`config.mk`:
```
export PLATFORM = sky130hd
export DESIGN_NAME = mem_arbiter_flat
export DESIGN_NICKNAME = d
export VERILOG_FILES = /design/src/rtl/mem_arbiter_if.sv /design/src/rtl/mem_arbiter.sv /design/src/flat_wrapper.sv
export SDC_FILE = /design/constraint.sdc
export NUM_CORES = 1
export LEC_CHECK = 0
export ABC_CLOCK_PERIOD_IN_PS = 3000
export CELL_PAD_IN_SITES_DETAIL_PLACEMENT = 1
export CELL_PAD_IN_SITES_GLOBAL_PLACEMENT = 1
export CORE_AREA = 5 5 120 122
export CTS_BUF_LIST = sky130_fd_sc_hd__clkbuf_2
export DETAILED_ROUTE_END_ITERATION = 16
export DIE_AREA = 0 0 125 127
export DONT_BUFFER_PORTS = 1
export GPL_TIMING_DRIVEN = 0
export HOLD_SLACK_MARGIN = 0.06
export PLACE_DENSITY_LB_ADDON = 0.05
export SLEW_MARGIN = 10
export SYNTH_ARGS = -nofsm -noshare
export SYNTH_HDL_FRONTEND = slang
export SYNTH_SLANG_ARGS = --single-unit
export TNS_END_PERCENT = 20
```
`constraint.sdc`:
```
create_clock -name clk -period 3 [get_ports clk]
set_input_delay 0.6 -clock clk [delete_from_list [all_inputs] [get_ports clk]]
set_output_delay 0.6 -clock clk [all_outputs]
set_load 0.1 [all_outputs]
```
`src/rtl/mem_arbiter_if.sv`:
```
// Bus bundle between CPU datapath, loader/debug port, synchronous memory and the arbiter.
// The arbiter connects through the slave modport; the environment uses master.
interface mem_arbiter_if;
    logic        cpu_req;
    logic        cpu_we;
    logic [31:0] cpu_addr;
    logic [31:0] cpu_wdata;
    logic [31:0] cpu_rdata;
    logic        cpu_stall;
    logic        ld_req;
    logic        ld_we;
    logic [31:0] ld_addr;
    logic [31:0] ld_wdata;
    logic        ld_gnt;
    logic        ld_rvalid;
    logic [31:0] ld_rdata;
    logic        mem_en;
    logic        mem_we;
    logic [31:0] mem_addr;
    logic [31:0] mem_wdata;
    logic [31:0] mem_rdata;
    logic [15:0] perf_stall_cnt;

    modport slave (
        input  cpu_req, cpu_we, cpu_addr, cpu_wdata,
        input  ld_req, ld_we, ld_addr, ld_wdata,
        input  mem_rdata,
        output cpu_rdata, cpu_stall, ld_gnt, ld_rvalid, ld_rdata,
        output mem_en, mem_we, mem_addr, mem_wdata, perf_stall_cnt
    );

    modport master (
        output cpu_req, cpu_we, cpu_addr, cpu_wdata,
        output ld_req, ld_we, ld_addr, ld_wdata,
        output mem_rdata,
        input  cpu_rdata, cpu_stall, ld_gnt, ld_rvalid, ld_rdata,
        input  mem_en, mem_we, mem_addr, mem_wdata, perf_stall_cnt
    );
endinterface

```
`src/rtl/mem_arbiter.sv`:
```
// Two-port (CPU / loader) arbiter in front of a single-port synchronous memory.
// Define ARB_PERF_EN to build the saturating CPU stall-cycle counter on perf_stall_cnt.
module mem_arbiter #(
    parameter int unsigned STARVE_MAX = 4
) (
    input logic         clk,
    input logic         reset,
    mem_arbiter_if.slave bus
);
    localparam int unsigned WAIT_W = 4;

    typedef enum logic [1:0] {IDLE, CPU_RD, LD_RD} state_t;

    state_t              state_q, state_d;
    logic [WAIT_W-1:0]   ld_wait_q, ld_wait_d;
    logic [31:0]         cpu_rdata_q, cpu_rdata_d;
    logic [31:0]         ld_rdata_q, ld_rdata_d;
    logic                cpu_win_c, ld_win_c;
    logic                ld_gnt_c, cpu_stall_c;
    logic                mem_en_c, mem_we_c;
    logic [31:0]         mem_addr_c, mem_wdata_c;

    always_ff @(posedge clk or negedge reset) begin
        if (!reset) begin
            state_q     <= IDLE;
            ld_wait_q   <= '0;
            cpu_rdata_q <= '0;
            ld_rdata_q  <= '0;
        end else begin
            state_q     <= state_d;
            ld_wait_q   <= ld_wait_d;
            cpu_rdata_q <= cpu_rdata_d;
            ld_rdata_q  <= ld_rdata_d;
        end
    end

    // Grant, memory drive and read-data capture; grants only happen in IDLE.
    always_comb begin
        state_d     = state_q;
        cpu_rdata_d = cpu_rdata_q;
        ld_rdata_d  = ld_rdata_q;
        cpu_win_c   = 1'b0;
        ld_win_c    = 1'b0;
        ld_gnt_c    = 1'b0;
        mem_en_c    = 1'b0;
        mem_we_c    = 1'b0;
        mem_addr_c  = '0;
        mem_wdata_c = '0;
        case (state_q)
            IDLE: begin
                ld_win_c  = bus.ld_req && (!bus.cpu_req || (ld_wait_q == WAIT_W'(STARVE_MAX)));
                cpu_win_c = bus.cpu_req && !ld_win_c;
                if (ld_win_c) begin
                    ld_gnt_c    = 1'b1;
                    mem_en_c    = 1'b1;
                    mem_we_c    = bus.ld_we;
                    mem_addr_c  = bus.ld_addr;
                    mem_wdata_c = bus.ld_wdata;
                    if (!bus.ld_we) state_d = LD_RD;
                end else if (cpu_win_c) begin
                    mem_en_c    = 1'b1;
                    mem_we_c    = bus.cpu_we;
                    mem_addr_c  = bus.cpu_addr;
                    mem_wdata_c = bus.cpu_wdata;
                    if (!bus.cpu_we) state_d = CPU_RD;
                end
            end
            CPU_RD: begin
                cpu_rdata_d = bus.mem_rdata;
                state_d     = IDLE;
            end
            LD_RD: begin
                ld_rdata_d = bus.mem_rdata;
                state_d    = IDLE;
            end
            default: state_d = IDLE;
        endcase
    end

    // Loader starvation counter: saturates at STARVE_MAX, cleared by a grant or a dropped request.
    always_comb begin
        ld_wait_d = ld_wait_q;
        if (!bus.ld_req || ld_gnt_c)
            ld_wait_d = '0;
        else if (ld_wait_q < WAIT_W'(STARVE_MAX))
            ld_wait_d = ld_wait_q + WAIT_W'(1);
    end

    assign cpu_stall_c = bus.cpu_req && !((cpu_win_c && bus.cpu_we) || (state_q == CPU_RD));

    assign bus.cpu_stall = cpu_stall_c;
    assign bus.cpu_rdata = cpu_rdata_d;
    assign bus.ld_rdata  = ld_rdata_d;
    assign bus.ld_rvalid = (state_q == LD_RD);
    assign bus.ld_gnt    = ld_gnt_c;
    assign bus.mem_en    = mem_en_c;
    assign bus.mem_we    = mem_we_c;
    assign bus.mem_addr  = mem_addr_c;
    assign bus.mem_wdata = mem_wdata_c;

`ifdef ARB_PERF_EN
    logic [15:0] perf_stall_cnt_q, perf_stall_cnt_d;

    always_comb begin
        perf_stall_cnt_d = perf_stall_cnt_q;
        if (cpu_stall_c && (perf_stall_cnt_q != 16'hFFFF))
            perf_stall_cnt_d = perf_stall_cnt_q + 16'd1;
    end

    always_ff @(posedge clk or negedge reset) begin
        if (!reset) perf_stall_cnt_q <= '0;
        else        perf_stall_cnt_q <= perf_stall_cnt_d;
    end

    assign bus.perf_stall_cnt = perf_stall_cnt_q;
`else
    assign bus.perf_stall_cnt = 16'd0;
`endif
endmodule
```
`src/flat_wrapper.sv`:
```
// flat-port wrapper written by rule: the top's interface ports become plain ports
module mem_arbiter_flat 
#(
    parameter int unsigned STARVE_MAX = 4
)
  (clk, reset, bus_cpu_req, bus_cpu_we, bus_cpu_addr, bus_cpu_wdata, bus_ld_req, bus_ld_we, bus_ld_addr, bus_ld_wdata, bus_mem_rdata, bus_cpu_rdata, bus_cpu_stall, bus_ld_gnt, bus_ld_rvalid, bus_ld_rdata, bus_mem_en, bus_mem_we, bus_mem_addr, bus_mem_wdata, bus_perf_stall_cnt);
  mem_arbiter_if bus_i ();
  input logic clk;
  input logic reset;
  input wire logic [$bits(bus_i.cpu_req)-1:0] bus_cpu_req;
  input wire logic [$bits(bus_i.cpu_we)-1:0] bus_cpu_we;
  input wire logic [$bits(bus_i.cpu_addr)-1:0] bus_cpu_addr;
  input wire logic [$bits(bus_i.cpu_wdata)-1:0] bus_cpu_wdata;
  input wire logic [$bits(bus_i.ld_req)-1:0] bus_ld_req;
  input wire logic [$bits(bus_i.ld_we)-1:0] bus_ld_we;
  input wire logic [$bits(bus_i.ld_addr)-1:0] bus_ld_addr;
  input wire logic [$bits(bus_i.ld_wdata)-1:0] bus_ld_wdata;
  input wire logic [$bits(bus_i.mem_rdata)-1:0] bus_mem_rdata;
  output wire logic [$bits(bus_i.cpu_rdata)-1:0] bus_cpu_rdata;
  output wire logic [$bits(bus_i.cpu_stall)-1:0] bus_cpu_stall;
  output wire logic [$bits(bus_i.ld_gnt)-1:0] bus_ld_gnt;
  output wire logic [$bits(bus_i.ld_rvalid)-1:0] bus_ld_rvalid;
  output wire logic [$bits(bus_i.ld_rdata)-1:0] bus_ld_rdata;
  output wire logic [$bits(bus_i.mem_en)-1:0] bus_mem_en;
  output wire logic [$bits(bus_i.mem_we)-1:0] bus_mem_we;
  output wire logic [$bits(bus_i.mem_addr)-1:0] bus_mem_addr;
  output wire logic [$bits(bus_i.mem_wdata)-1:0] bus_mem_wdata;
  output wire logic [$bits(bus_i.perf_stall_cnt)-1:0] bus_perf_stall_cnt;
  assign bus_i.cpu_req = bus_cpu_req;
  assign bus_i.cpu_we = bus_cpu_we;
  assign bus_i.cpu_addr = bus_cpu_addr;
  assign bus_i.cpu_wdata = bus_cpu_wdata;
  assign bus_i.ld_req = bus_ld_req;
  assign bus_i.ld_we = bus_ld_we;
  assign bus_i.ld_addr = bus_ld_addr;
  assign bus_i.ld_wdata = bus_ld_wdata;
  assign bus_i.mem_rdata = bus_mem_rdata;
  assign bus_cpu_rdata = bus_i.cpu_rdata;
  assign bus_cpu_stall = bus_i.cpu_stall;
  assign bus_ld_gnt = bus_i.ld_gnt;
  assign bus_ld_rvalid = bus_i.ld_rvalid;
  assign bus_ld_rdata = bus_i.ld_rdata;
  assign bus_mem_en = bus_i.mem_en;
  assign bus_mem_we = bus_i.mem_we;
  assign bus_mem_addr = bus_i.mem_addr;
  assign bus_mem_wdata = bus_i.mem_wdata;
  assign bus_perf_stall_cnt = bus_i.perf_stall_cnt;
  mem_arbiter #(.STARVE_MAX(STARVE_MAX)) u_core (.clk(clk), .reset(reset), .bus(bus_i));
endmodule
```
### Yosys cells after proc, flatten, opt, wreduce, memory -nomap -nowiden

Cells that the tools add are included.

| operators by class | value |
|---|---|
| add/subtract/negate cells | 1 |
| $mul | 0 |
| shifts and indexed selects | 0 |
| multiplexer cells | 24 |
| equality and inequality tests | 6 |
| bitwise logic cells | 0 |
| $lt $le $gt $ge | 1 |
| reductions and logical operators | 14 |
| div/mod/pow operators | 0 |

Operator list:

| operator | count |
|---|---|
| $mux 32 | 8 |
| $mux 2 | 5 |
| $mux 1 | 9 |
| $mux 4 | 2 |
| $add 4x1->4 const B | 1 |
| $eq 4x3->1 const B | 1 |
| $logic_and 1x1->1 | 4 |
| $logic_not 1->1 | 4 |
| $lt 4x3->1 const B | 1 |
| $logic_or 1x1->1 | 3 |
| $ne 3x1->1 const B | 1 |
| $ne 3x2->1 const B | 1 |
| $ne 3x3->1 const B | 1 |
| $reduce_and 3->1 | 1 |
| $eq 2x1->1 const B | 1 |
| $eq 2x2->1 const B | 1 |
| $logic_not 2->1 | 1 |
| $reduce_bool 2->1 | 1 |

| storage, ports and cells | value |
|---|---|
| input bits | 166 |
| memory bits (read-only) | 0 |
| flip-flop bits (word level) | 70 |
| output and inout bits | 149 |
| memories | 0 |
| memory bits (writable) | 0 |
| logic and storage cells | 50 |
| latch bits | 0 |

### Longest topological paths before layout

| depth | value |
|---|---|
| word-level depth | 10 |
| gate-level depth with buffers | 7 |
| gate-level depth less buffers | 5 |

### Worst setup path after synthesis

OpenSTA, ideal clock, no wires.

| path | value |
|---|---|
| kind | input port to output port |
| start point | input bus_ld_req |
| end point | output bus_cpu_stall |
| stages | 3 |
| arrival time | 3.233 ns |
| slack | -0.833 ns |
| cells stage by stage | buf_4 > nand4b_2 > a311oi_1 |

| between the ends | value |
|---|---|
| word-level cells in the longest chain between the ends | 8 |

RTL lines:

| item | line | text |
|---|---|---|
| start: declaration | flat_wrapper.sv:14 | `input wire logic [$bits(bus_i.ld_req)-1:0] bus_ld_req;` |
| $logic_and 1x1->1 | mem_arbiter.sv:51 | `ld_win_c = bus.ld_req && (!bus.cpu_req \|\| (ld_wait_q == WAIT_W'(STARVE_MAX)));` |
| $logic_not 1->1 | mem_arbiter.sv:52 | `cpu_win_c = bus.cpu_req && !ld_win_c;` |
| $logic_and 1x1->1 | mem_arbiter.sv:52 |  |
| $mux 1 | mem_arbiter.sv:49 | `case (state_q)` |
| $logic_and 1x1->1 | mem_arbiter.sv:89 | `assign cpu_stall_c = bus.cpu_req && !((cpu_win_c && bus.cpu_we) \|\| (state_q == CPU_RD));` |
| $logic_or 1x1->1 | mem_arbiter.sv:89 |  |
| $logic_not 1->1 | mem_arbiter.sv:89 |  |
| $logic_and 1x1->1 | mem_arbiter.sv:89 |  |
| end: declaration | flat_wrapper.sv:20 | `output wire logic [$bits(bus_i.cpu_stall)-1:0] bus_cpu_stall;` |

No other way between the ends.

### Final worst setup path

| path | value |
|---|---|
| start point | register u_core.ld_wait_q[0] |
| end point | output bus_mem_addr[8] |

| between the ends | value |
|---|---|
| word-level cells in the longest chain between the ends | 8 |

RTL lines:

| item | line | text |
|---|---|---|
| start: declaration | mem_arbiter.sv:15 | `logic [WAIT_W-1:0] ld_wait_q, ld_wait_d;` |
| start signal: assignment | mem_arbiter.sv:31 | `ld_wait_q <= ld_wait_d;` |
| $eq 4x3->1 * | mem_arbiter.sv:51 |  |
| $logic_or 1x1->1 * | mem_arbiter.sv:51 |  |
| $logic_and 1x1->1 * | mem_arbiter.sv:51 |  |
| $logic_not 1->1 | mem_arbiter.sv:52 |  |
| $logic_and 1x1->1 | mem_arbiter.sv:52 |  |
| $mux 32 | mem_arbiter.sv:60 | `end else if (cpu_win_c) begin` |
| $mux 32 * | mem_arbiter.sv:53 | `if (ld_win_c) begin` |
| $mux 32 * | mem_arbiter.sv:49 |  |
| end: declaration | flat_wrapper.sv:26 | `output wire logic [$bits(bus_i.mem_addr)-1:0] bus_mem_addr;` |

Every way passes the cells marked *; elsewhere a longest branch is shown, timed or not.

==> results.py <==
metrics = {
    "status": {
        "run_status": "finished clean",
    },
    "global_route": {
        "grt_pass1_wl_mm": 22.9,
        "grtUsageTotal": 0.183,
        "antenna_found_initial": 1,
        "overflow": 0,
        "grt_pass1_vias": 3676,
        "grt_max_degree": 71,
    },
    "routing": {
        "drt_iter0_drc": 110,
        "dr.pass1.iters": 4,
        "via_per_inst": 5.17,
        "drt_wl_total_mm": 15.1,
        "drc": 0,
        "ant_nets": 0,
        "vias": 3240,
        "routedWlPerCell_um": 24.0,
    },
    "logic_synthesis": {
        "synth_top_area_frac": 0.451,
        "synthCells": 413,
        "synthesis.area_um2": 3880,
        "ys_warn_count": 0,
        "synth_area_per_cell_um2": 9.40,
        "ys_top_cells_by_area": "dfrtp_1, mux2_2, nand2_1",
        "ys_ff_latch": 70,
        "ys_seq_area_frac": 0.451,
        "synth_top_area_cell": "dfrtp_1",
        "synth_cell_types": 24,
    },
    "pwr": {
        "netSwitchingFraction": 0.658,
        "p_sw_mw": 3.37,
        "vdd_drop_max_v": 0.000216,
        "p_clk_frac": 0.083,
        "finalPower_mw": 5.12,
        "internal_power_mw": 1.75,
        "p_comb_frac": 0.678,
        "power_leakage_nw": 2.26,
        "seqPwrFrac": 0.239,
        "p_per_area_nw_per_um2": 939,
    },
    "clocking": {
        "cts.htree.levels": 3,
        "cts_buffer_depth": 2,
        "cts_buffers": 9,
        "clock_sinks": 70,
        "cts_tree": "yes",
        "clockRootBuffer": "clkbuf_2",
        "worstSkewPairLatency_ns": 0.49,
        "clk_transition_reported_paths_ns": 0.18,
    },
    "floorplanning": {
        "core_um2": 13100,
        "row_count": 42,
        "die_area_um2": 15900,
        "ios": 315,
        "dieHeight_um": 127,
        "die_x_um": 125,
        "start_util": 0.297,
    },
    "final_layout": {
        "drive_gt1_frac": 0.482,
        "fin_cells": 627,
        "nFillCells": 1415,
        "layout.nets": 614,
        "area_growth_pct": 40.4,
        "final_common_cell": "nand2_1",
        "mostFrequentLayoutCells": "nand2_1, dfrtp_1, mux2_2, o22ai_4, buf_4",
    },
    "timing": {
        "hold_viol_final": 0,
        "slew_violations": 0,
        "finalSetupViolations": 0,
        "skew_ns": 0.0195,
        "period_minus_slack_ns": 2.92,
        "relSlewSlack": 0.197,
        "fin_crit_sh": 0.974,
        "max_clock_freq_mhz": 342,
        "rsz0062_at_grt": "yes",
        "whs_ns": 0.151,
        "worstMarginPinSlew_ns": 1.21,
    },
    "placement": {
        "dp_cells": 604,
        "gp_congestion": 0.833,
        "port_buffers": 0,
        "dp_hpwl_mm": 12.0,
    },
    "setup_path": {
        "arrival_ns": 2.32,
        "crit_path_cell_trace": "inv_2, ha_4, nand4b_4, a21boi_4, buf_8, o22ai_4",
        "r2r-end": "u_core.ld_wait_q[2]",
        "worstPathRequired_ns": 2.40,
        "end_kind": "output port",
        "reg2reg_depth": 8,
        "cp_slowest_stage_delay_ns": 0.59,
        "startpoint_type": "flip-flop",
        "worstSetupPathType": "reg2out",
        "r2r_setup_slack_ns": 1.13,
        "slowest_stage": "o22ai_4",
        "r2r_start": "u_core.ld_wait_q[0]",
        "crit_path_max_fanout": 10,
    },
    "hold_path": {
        "whs_path_depth": 1,
        "hold_path.startpoint": "bus_cpu_we",
        "min_to": "u_core.state_q[0]",
        "hp-class": "in2reg",
    },
    "job": {
        "max_cap_violations": 0,
    },
}
-- area by class of cell --
cell class | instances | area, um^2 | area share
Multi-Input combinational cell | 299 | 2830 | 0.519
Sequential cell | 70 | 1750 | 0.321
Buffer | 53 | 465 | 0.0854
Tap cell | 176 | 220 | 0.0404
Timing Repair Buffer | 8 | 82.6 | 0.0151
Clock buffer | 11 | 55.1 | 0.0101
Clock inverter | 4 | 25.0 | 0.00459
Inverter | 5 | 18.8 | 0.00344
Antenna cell | 1 | 2.50 | 0.000459
-- stage by stage --
step | worst slack [ns] | utilization | area (um^2) | setup TNS (ns)
6_report | 0.0779 | 0.417 | 5450 | 0
5_1_grt | -0.0899 | 0.417 | 5450 | -3.56
4_1_cts | -0.0424 | 0.412 | 5390 | -0.495
3_5_place_dp | -0.0473 | 0.351 | 4590 | -0.385
3_3_place_gp | -0.739 | 0.318 | 4170 | -40.65
2_1_floorplan | -0.325 | - | 3950 | -20.97
-- cells in the mapped netlist --
master / instances
buf_2: 30
o22ai_1: 65
nor4b_1: 1
nand2_1: 132
mux2_2: 65
inv_1: 5
nor2_1: 5
o211a_1: 2
buf_4: 17
nand2b_1: 1
ha_1: 2
a311oi_1: 1
a21boi_2: 1
nor2b_1: 2
buf_6: 1
dfrtp_1: 70
conb_1: 1
nand4b_2: 1
nor3_1: 1
xnor2_1: 1
a21oi_1: 1
o221a_1: 1
clkbuf_1: 6
or2_2: 1
-- kinds of logic after synthesis --
family,count (synthesis),synth area share
simple gates,144,0.146
compound gates,71,0.119
xor+xnor,1,0.00226
buf+inv,59,0.0851
other cells,1,0.000966
fa+ha+maj,2,0.00644
flops,70,0.451
mux,65,0.189
-- how the worst max path moves through the flow --
stage                                   start               end  slack, ns
after floorplan                    bus_ld_req  bus_mem_addr[10]      -0.32
after global placement      u_core.state_q[1]   bus_mem_addr[1]      -0.74
after detailed placement           bus_ld_req  bus_mem_wdata[4]      -0.05
after CTS                   u_core.state_q[1]  bus_mem_addr[12]      -0.04
after global routing      u_core.ld_wait_q[0]     bus_cpu_stall      -0.09
final                     u_core.ld_wait_q[0]   bus_mem_addr[8]       0.08
-- sequential cells by signal (all words and copies together), names as in the netlist --
| register | flops |
|---|---|
| u_core.cpu_rdata_q | 32 |
| u_core.ld_rdata_q | 32 |
| u_core.ld_wait_q | 4 |
| u_core.state_q | 2 |
-- per-layer routing --
metal | global-route usage | vias up | part of all wire | wire, um
li1 | - | 1465 | - | -
met1 | 0.190 | 1576 | 0.34 | 5050
met2 | 0.318 | 180 | 0.52 | 7810
met3 | 0.0989 | 19 | 0.12 | 1880
met4 | 0.0593 | 0 | 0.022 | 328
met5 | 0 | - | 0 | 0
-- what timing repair did --
| item | CTS | global route |
|---|---|---|
| endpoints found under the setup margin | 68 | 86 |
| gates resized for setup | 114 | 18 |
| pin swaps | 53 | 20 |
| hold endpoints to repair | 70 | 0 |
| hold buffers | 2 | 0 |
| buffers inserted | 5 | 1 |
-- power groups by stage --
stage | Clock [mW] | Sequential [mW] | Combinational (mW)
final | 0.426 | 1.22 | 3.47
after global routing | 0.497 | 1.24 | 3.57
after CTS | 0.459 | 1.22 | 3.49
after detailed placement | 0 | 1.25 | 3.25
after global placement | 0 | 1.23 | 3.14
after floorplan | 0 | 1.22 | 2.98
-- critical path: cells and delay by family (launching register included) --
kind                     cells  cell delay [ns]
AO/OA/AOI/OAI                2             0.82
flip-flops                   1             0.43
adder cells (fa/ha/maj)      1             0.14
buffers and inverters        2             0.29
AND/OR/NAND/NOR              1             0.14
(Power assumes the default switching activity.)
